File: src/rtl/instr_buffer.sv
// Instruction buffer between fetch and decode: a circular queue that accepts up to
// two instructions per cycle and presents the oldest one to the decoder.
module instr_buffer #(
    parameter int DEPTH = 8
) (
    input  logic                       clk,
    input  logic                       rst,
    input  logic                       flush_i,
    input  logic [1:0]                 fetch_valid_i,
    input  logic [1:0][31:0]           fetch_instr_i,
    input  logic [1:0][31:0]           fetch_pc_i,
    output logic                       fetch_ready_o,
    output logic                       dec_valid_o,
    output logic [31:0]                dec_instr_o,
    output logic [31:0]                dec_pc_o,
    input  logic                       dec_ready_i,
    output logic [$clog2(DEPTH):0]     count_o
);

    localparam int PW = $clog2(DEPTH);
    localparam int CW = PW + 1;

    logic [31:0]   instr_mem_q [DEPTH];
    logic [31:0]   pc_mem_q    [DEPTH];

    logic [PW-1:0] head_q, head_d;
    logic [PW-1:0] tail_q, tail_d;
    logic [CW-1:0] count_q, count_d;

    logic          push;
    logic          pop;
    logic [1:0]    n_push;
    logic          wr0_en, wr1_en;
    logic [PW-1:0] wr0_idx, wr1_idx;
    logic [31:0]   wr0_instr, wr0_pc;

    // Ready only when a full two-lane packet fits, so it never depends on a same-cycle pop.
    assign fetch_ready_o = (count_q <= CW'(DEPTH - 2));
    assign dec_valid_o   = (count_q != '0);
    assign count_o       = count_q;

    // NOTE: every signal assigned in always_comb gets a default first so no latch is inferred.
    always_comb begin
        push      = 1'b0;
        pop       = 1'b0;
        n_push    = 2'd0;
        wr0_en    = 1'b0;
        wr1_en    = 1'b0;
        wr0_idx   = tail_q;
        wr1_idx   = tail_q + PW'(1);
        wr0_instr = fetch_instr_i[0];
        wr0_pc    = fetch_pc_i[0];
        head_d    = head_q;
        tail_d    = tail_q;
        count_d   = count_q;

        push   = fetch_ready_o && (fetch_valid_i != 2'b00) && !flush_i;
        pop    = dec_valid_o && dec_ready_i && !flush_i;
        n_push = push ? (2'(fetch_valid_i[0]) + 2'(fetch_valid_i[1])) : 2'd0;

        // A lone lane-1 instruction still lands at the tail slot.
        if (!fetch_valid_i[0]) begin
            wr0_instr = fetch_instr_i[1];
            wr0_pc    = fetch_pc_i[1];
        end
        wr0_en = push;
        wr1_en = push && (fetch_valid_i == 2'b11);

        head_d  = head_q + PW'(pop);
        tail_d  = tail_q + PW'(n_push);
        count_d = count_q + CW'(n_push) - CW'(pop);

        if (flush_i) begin
            head_d  = '0;
            tail_d  = '0;
            count_d = '0;
        end
    end

    always_comb begin
        dec_instr_o = 32'h0;
        dec_pc_o    = 32'h0;
        if (dec_valid_o) begin
            dec_instr_o = instr_mem_q[head_q];
            dec_pc_o    = pc_mem_q[head_q];
        end
    end

    // NOTE: sequential state uses non-blocking assignments so all flops update together.
    always_ff @(posedge clk) begin
        if (rst) begin
            head_q  <= '0;
            tail_q  <= '0;
            count_q <= '0;
        end else begin
            head_q  <= head_d;
            tail_q  <= tail_d;
            count_q <= count_d;
        end
    end

    // NOTE: entry storage is deliberately not reset; count gates every read of it.
    always_ff @(posedge clk) begin
        if (wr0_en && !rst) begin
            instr_mem_q[wr0_idx] <= wr0_instr;
            pc_mem_q[wr0_idx]    <= wr0_pc;
        end
        if (wr1_en && !rst) begin
            instr_mem_q[wr1_idx] <= fetch_instr_i[1];
            pc_mem_q[wr1_idx]    <= fetch_pc_i[1];
        end
    end

endmodule

File: config.mk
export PLATFORM = sky130hd
export DESIGN_NAME = instr_buffer
export DESIGN_NICKNAME = d
export VERILOG_FILES = /design/src/rtl/instr_buffer.sv
export SDC_FILE = /design/constraint.sdc
export NUM_CORES = 1
export LEC_CHECK = 0
export CAP_MARGIN = 30
export CORE_UTILIZATION = 54
export DETAILED_ROUTE_END_ITERATION = 7
export HOLD_SLACK_MARGIN = 0.08
export PLACE_DENSITY = 0.77
export SYNTH_ARGS = -nofsm -noshare
export SYNTH_HDL_FRONTEND = slang
export SYNTH_SLANG_ARGS = --single-unit
File: constraint.sdc
create_clock -name clk -period 6.7 [get_ports clk]
set_clock_uncertainty 0.2 [all_clocks]
set_input_delay 1.34 -clock clk [delete_from_list [all_inputs] [get_ports clk]]
set_output_delay 1.34 -clock clk [all_outputs]
set_load 0.005 [all_outputs]
==> Yosys cells after proc, flatten, opt, wreduce, memory -nomap -nowiden <==
Memory sizes are Yosys's and may differ from the RTL's. A register that Yosys moved wholly into a read port is not among the register bits.
Index checks and enable logic that the tools add are counted.
{ "word_totals": {"reg_bits": 10, "mem_bits_rw": 512, "in_bits": 134, "out_inout_bits": 70, "word_cells": 36, "n_memories": 2} }
{ "classes": {"n_addsub": 6, "magnitude_cmp": 1, "eq_ne": 1, "muxes": 11, "n_reduce_logical": 12} }
{ "memory_table": {"columns": ["memory", "depth", "word_bits", "rd", "rd_ports_with_merged_regs", "write_ports", "line", "source"], "rows": [
  ["instr_mem_q", 8, 32, 1, 1, 2, "23", "logic [31:0] instr_mem_q [DEPTH];"],
  ["pc_mem_q", 8, 32, 1, 1, 2, "24", "logic [31:0] pc_mem_q [DEPTH];"]
]} }
{ "ops": {"columns": ["cell", "n"], "rows": [
  ["two-way mux 32 bit", 4],
  ["logical AND 1 bit", 7],
  ["two-way mux 3 bit", 2],
  ["adder 4 x 2 -> 4 bit", 1],
  ["<= comparator 4 x 3 -> 1 bit (second input constant)", 1],
  ["two-way mux 1 bit", 4],
  ["nonzero test 4 bit", 1],
  ["subtractor 4 x 1 -> 4 bit", 1],
  ["adder 3 x 1 -> 3 bit", 1],
  ["adder 3 x 1 -> 3 bit (second input constant)", 1],
  ["adder 3 x 2 -> 3 bit", 1],
  ["adder 1 x 1 -> 2 bit", 1],
  ["== test 2 bit (second input constant)", 1],
  ["logical NOT 1 bit", 2],
  ["two-way mux 2 bit", 1],
  ["nonzero test 2 bit", 1],
  ["OR reduction 2 bit", 1]
]} }

==> Longest topological paths before layout <==
Gate-level depths: netlist (run 1).
{ "depth": {"ltp_word": 7, "depth_mapped": 14, "depth_no_buf": 13} }

==> Worst setup path after synthesis (run 1) <==
OpenSTA, ideal clock, no wires.
{ "synth_timing": {"kind": "input -> register", "start": "input fetch_valid_i[0]", "end": "memory instr_mem_q[7][0] (enable)", "setup_time_ns": 0.507, "arrival_time_ns": 5.880, "required_ns": 5.993, "setup_slack_ns": 0.114, "path_stages": 7, "path_buffers": 2, "cell_sequence": "clkbuf_1 clkbuf_1 inv_1 ha_1 nor2_1 nand3b_1 a21oi_1"} }
{ "synth_lines": {"columns": ["item", "line", "source"], "rows": [
  ["start: declaration", "9", "input logic [1:0] fetch_valid_i,"],
  ["end: declaration", "23", null]
]} }

==> impl_metrics.toml, run 1 <==
[run_status]
outcome = "complete, no violations"

[sta]
min_period_ns = 4.99
setup_viol = 0
slew_headroom = 0.354
finalHoldViolations = 0
period_share = 0.744
max_freq_mhz = 201
final_max_slew_viol_count = 0
tns_ns = 0
rsz0062_at_grt = "false"
worst_slack_ns = 1.71
worst_slew_pin_slew_ns = 0.967

[global_route]
grt_pass1_wl_um = 103000
grt_max_degree = 92
grtUsageTotal = 0.256
antenna_found_initial = 3
gr-total-overflow = 0
grt_pass1_vias = 17400

[synthesis]
ys_types = 39
netlist_area_um2 = 27800
synth-compound-area-share = 0.0481
synthSimpleGateAreaFrac = 0.0442
synth.top_cell.area_share = 0.554
synthXorXnorAreaFrac = 0.00185
yosys_warnings = 0
synth.ff_latch_count = 522
synth_top_area_cell = "edfxtp_1"
async_flop_share = 0
synth.yosys.seq_area_share = 0.561
syn_nets = 1992
synth_top_family_by_area = "multiplexers"
postSynthCellCount = 1843
synth.area.mux_share = 0.305
ys.flop_type = "edfxtp_1"
yosys-top-cells-area = "edfxtp_1 (55%), mux2_2 (20%), mux2i_1 (6.9%), mux2_1 (3.0%), buf_6 (1.7%)"
synth_fa_ha_area_frac = 0.00730
avgSynthCellArea_um2 = 15.1
synth_edf_count = 512

[hold_path]
hold_class = "register to register"
min-delay-start = "head_q[2]"

[cts]
postCtsSetupBuffers = 0
holdBufCountCts = 0
htreeDepth = 2
cts_sinks = 522
cts_max_path_buffers = 3
cts.clk_slew.worst_paths_ns = 0.06
cts_resized = 0
cts_root_buf = "clkbuf_16"
clk_latency_ns = 0.60
cts_tree = "built"
cts_buffers = 54

[floorplanning]
die_h_um = 229
die-area_um2 = 52300
rows = 82
initial_utilization = 0.550
fp.dieW_um = 229
core_area_um2 = 50500
pin_count = 204

[placement]
place_ws_ns = 1.71
io_buffers = 203
globalplace.congestion = 0.761
post-dp-hpwl_um = 38700
dpl_cell_area_um2 = 30300

[layout]
fill_cells = 3756
final_common_cell = "edfxtp_1"
multi_input_area_um2 = 11400
nets = 2160
area_growth_pct = 15.2
ff_latch_area_um2 = 15600
final_cell_mix = "edfxtp_1 (512), mux2_2 (492), clkdlybuf4s50_1 (202)"
layout-drive-gt1-share = 0.312
final_cell_area_um2 = 32000

[detailed_routing]
dr.pass1.iters = 5
routed_wirelength_um = 67200
drc = 0
routedWlPerCell_um = 24.6
vias = 16600
drt_iter0_drc = 1186
postRouteAntennaNets = 0
via_per_inst = 6.08

[critical_path]
arrival_ns = 3.45
crit_family = "buffers and inverters"
critPathBufInv = 2
cp_slowest_stage_delay_ns = 0.92
worstSetupPathType = "register to output pin"
setup.worst_path.start = "head_q[1]"
cp_max_fo = 56
cp-end-kind = "output pin"
start_kind = "register"
crit_path_cell_trace = "buf_4, mux2i_1, a22oi_1, and3_1, clkdlybuf4s50_1"
rr_startpoint = "count_o[3]"
cp.required_ns = 5.16
crit_path_top_delay_cell = "dfxtp_4"

[pwr]
leakagePower_nw = 10.4
power.density_nw_per_um2 = 234
vdd_drop_max_uv = 181

[run]
max_cap_viol_count = 0
## worst min-delay path, stage by stage (launching register included)
cell     delay (ns)
dfxtp_1        0.36
xnor2_1        0.18
nor2_1         0.04
## state kept, by name, summed over array words and instances (netlist names)
register / flops
count_o: 4
head_q: 3
instr_mem_q: 256
pc_mem_q: 256
tail_q: 3
## cells in the mapped netlist (all sizes together) (6+ instances only)
cell type / n
and3: 65
dfxtp: 10
clkbuf: 56
edfxtp: 512
a211oi: 64
nor2: 18
ha: 13
and2: 6
buf: 74
nand3: 11
mux2: 576
mux2i: 193
nor2b: 66
inv: 14
a21oi: 73
a22oi: 64
## cell type report
class                   instances  area share
flip-flops and latches        522       0.487
multi-input cells            1177       0.356
repair buffers                242      0.0772
clock buffers                  71      0.0452
well taps                     672      0.0263
clock inverters                30     0.00646
inverters                      14     0.00164
diodes                          1   0.0000783
## power breakdown
| group | leakage (nW) | internal [mW] | switching, mW |
|---|---|---|---|
| registers | 4.70 | 3.66 | 0.0131 |
| logic | 4.90 | 0.505 | 0.454 |
| clock network | 0.805 | 1.59 | 1.25 |
## logic make-up (layout without fill, tap and decap cells)
| group | Yosys count | count (layout) |
|---|---|---|
| compound gates | 202 | 202 |
| xor+xnor | 5 | 5 |
| fa+ha+maj | 15 | 15 |
| buf+inv | 144 | 357 |
| flops | 522 | 522 |
| mux | 769 | 769 |
| other cells | 0 | 1 |
| simple gates | 186 | 186 |
## metal layers
metal / vias up / routed length, um / track usage
li1: 7566 / - / -
met1: 8468 / 28200 / 0.334
met2: 454 / 34200 / 0.445
met3: 96 / 3300 / 0.0326
met4: 2 / 1490 / 0.0778
met5: - / 14 / 0
## metrics by stage
step                      power, mW  hold WS (ns)  instances   util
after floorplan                4.23         0.325       1843      -
after global placement         4.66         0.392       2623  0.599
after detailed placement       4.70         0.404       2627  0.601
after CTS                      7.52         0.419       2728  0.633
after global routing           7.71         0.468       2729  0.633
final                          7.48         0.416       2729  0.633
## final timing paths
path,slack (ns),to,cells after the start
setup reg to reg,2.44,pc_mem_q[5][27],7
hold / removal,0.42,head_q[2],2
setup / recovery,1.71,dec_pc_o[2],5
hold reg to reg,0.42,head_q[2],2
Note: power is estimated with default switching activity, not from simulation.
==> inputs of run 2 (changes only) <==
==> constraint.sdc (replaced) <==
create_clock -name clk -period 4.12 [get_ports clk]
set_clock_uncertainty 0.2 [all_clocks]
set_input_delay 0.824 -clock clk [delete_from_list [all_inputs] [get_ports clk]]
set_output_delay 0.824 -clock clk [all_outputs]
set_load 0.005 [all_outputs]
==> run 2 against run 1 <==
Net effect:
- routed wire length increased by 5.3%
- sequential share of layout area decreased by 0.17 points
- via count increased by 2.2%
- critical path type unchanged
- final area increased by 0.34%
==> impl_metrics.toml, run 2 (synthesized netlist as in run 1, its figures left out) <==
[sta]
tns_ns = 0
worst_slew_pin_slew_ns = 0.917
final_max_slew_viol_count = 0
finalHoldViolations = 0
max_freq_mhz = 252
slew_headroom = 0.389
min_period_ns = 3.96
period_share = 0.962
rsz0062_at_grt = "false"
setup_viol = 0

[layout]
fill_cells = 3802
final_cell_mix = "edfxtp_1 (512), mux2_2 (492), clkdlybuf4s50_1 (202)"
nets = 2173
final_common_cell = "edfxtp_1"
stdcell_count = 2736
area_growth_pct = 15.6
layout-drive-gt1-share = 0.313
final_core_util = 0.635

[cts]
cts_tree = "built"
holdBufCountCts = 0
clk_latency_ns = 0.61
cts.clk_slew.worst_paths_ns = 0.06
htreeDepth = 2
cts_buffers = 54
cts_resized = 0
cts_sinks = 522
postCtsSetupBuffers = 0
cts_max_path_buffers = 3
cts_root_buf = "clkbuf_16"

[detailed_routing]
drc = 0
vias = 17000
via_per_inst = 6.20
dr.pass1.iters = 6
postRouteAntennaNets = 0
routed_wirelength_um = 70800
routedWlPerCell_um = 25.9
drt_iter0_drc = 1374

[critical_path]
cp_max_fo = 39
arrival_ns = 2.94
crit_path_cell_trace = "or2_2, buf_4, a211oi_1, a21oi_1, and3_1, clkdlybuf4s50_1"
start_kind = "register"
cp.required_ns = 3.10
r2r_cells = 6
worstSetupPathType = "register to output pin"
rrSetupSlack_ns = 0.88
rr_startpoint = "tail_q[0]"
r2r_end = "pc_mem_q[2][30]"
crit_path_top_delay_cell = "clkdlybuf4s50_1"
cp-end-kind = "output pin"
cp_slowest_stage_delay_ns = 0.55
cp-endpoint = "dec_pc_o[31]"
setup.worst_path.start = "head_q[2]"

[global_route]
gr-total-overflow = 0
grtUsageTotal = 0.268
grt_pass1_wl_um = 106000
grt_max_degree = 92
antenna_found_initial = 4
grt_pass1_vias = 17300

[floorplanning]
die-area_um2 = 52300
initial_utilization = 0.550
fp.dieW_um = 229
pin_count = 204
core_area_um2 = 50500
die_h_um = 229
rows = 82

[pwr]
total_power_mw = 12.1
p_sw_mw = 2.81
vdd_drop_max_uv = 310
leakagePower_nw = 10.4
pwr-share-comb = 0.131
power.density_nw_per_um2 = 376
switching_share = 0.233
internal_power_mw = 9.25
clockPowerShare = 0.374
p_seq_frac = 0.495

[placement]
place_inst = 2640
post-dp-hpwl_um = 37900
globalplace.congestion = 0.778
io_buffers = 203

[run_status]
outcome = "complete, no violations"

[hold_path]
hold_class = "register to register"
min-delay-start = "head_q[2]"

[run]
max_cap_viol_count = 0
-- run 2: cell types whose count changed in the layout (fill, tap and decap cells not counted), sizes merged --
cell      delta
buf         +13
clkbuf       -3
clkinv       -2
clkinvlp     -2
diode        +2
bufinv       -1
-- run 2: worst min path at each step --
stage | slack, ns | to | depth (start not counted)
after detailed placement | 0.44 | head_q[2] | 2
after CTS | 0.46 | head_q[2] | 2
after global placement | 0.44 | head_q[2] | 2
after floorplan | 0.32 | head_q[2] | 2
after global routing | 0.49 | head_q[2] | 2
final | 0.47 | head_q[2] | 2
-- run 2: critical path, delay by kind of cell, from the launching register on --
kind                   cells  cell delay [ns]
buffers and inverters      2             1.07
flip-flops                 1             0.51
AND/OR/NAND/NOR            2             0.48
AO/OA/AOI/OAI              2             0.26
-- run 2: through the flow --
step	worst slack, ns	area [um2]	hold WS [ns]
after detailed placement	0.256	30500	0.440
after floorplan	0.0159	27800	0.325
after global placement	0.304	30500	0.439
final	0.156	32100	0.468
after CTS	0.163	32100	0.461
after global routing	0.0507	32100	0.485
-- run 2: layout make-up --
| class | instances | area [um2] | share of cell area |
|---|---|---|---|
| Multi-Input combinational cell | 1177 | 11400 | 0.355 |
| Timing Repair Buffer | 255 | 2650 | 0.0825 |
| Clock inverter | 25 | 175 | 0.00546 |
| Inverter | 14 | 52.6 | 0.00164 |
| Antenna cell | 3 | 7.51 | 0.000234 |
| Sequential cell | 522 | 15600 | 0.486 |
| Clock buffer | 68 | 1400 | 0.0438 |
| Tap cell | 672 | 841 | 0.0262 |
-- run 2: per-layer routing --
metal  vias up  part of all wire  GRT usage
met5         -           0.00013          0
met4         2             0.024     0.0831
met3       108             0.062     0.0375
met2       598              0.50      0.455
met1      8646              0.41      0.355
li1       7605                 -          -
-- run 2: power by group through the flow --
stage	Clock (mW)	Sequential, mW	Combinational (mW)
final	4.51	5.97	1.58
after detailed placement	0	6.08	1.56
after CTS	4.57	5.97	1.58
after global placement	0	6.08	1.53
after global routing	4.75	5.98	1.69
after floorplan	0	6.08	0.800
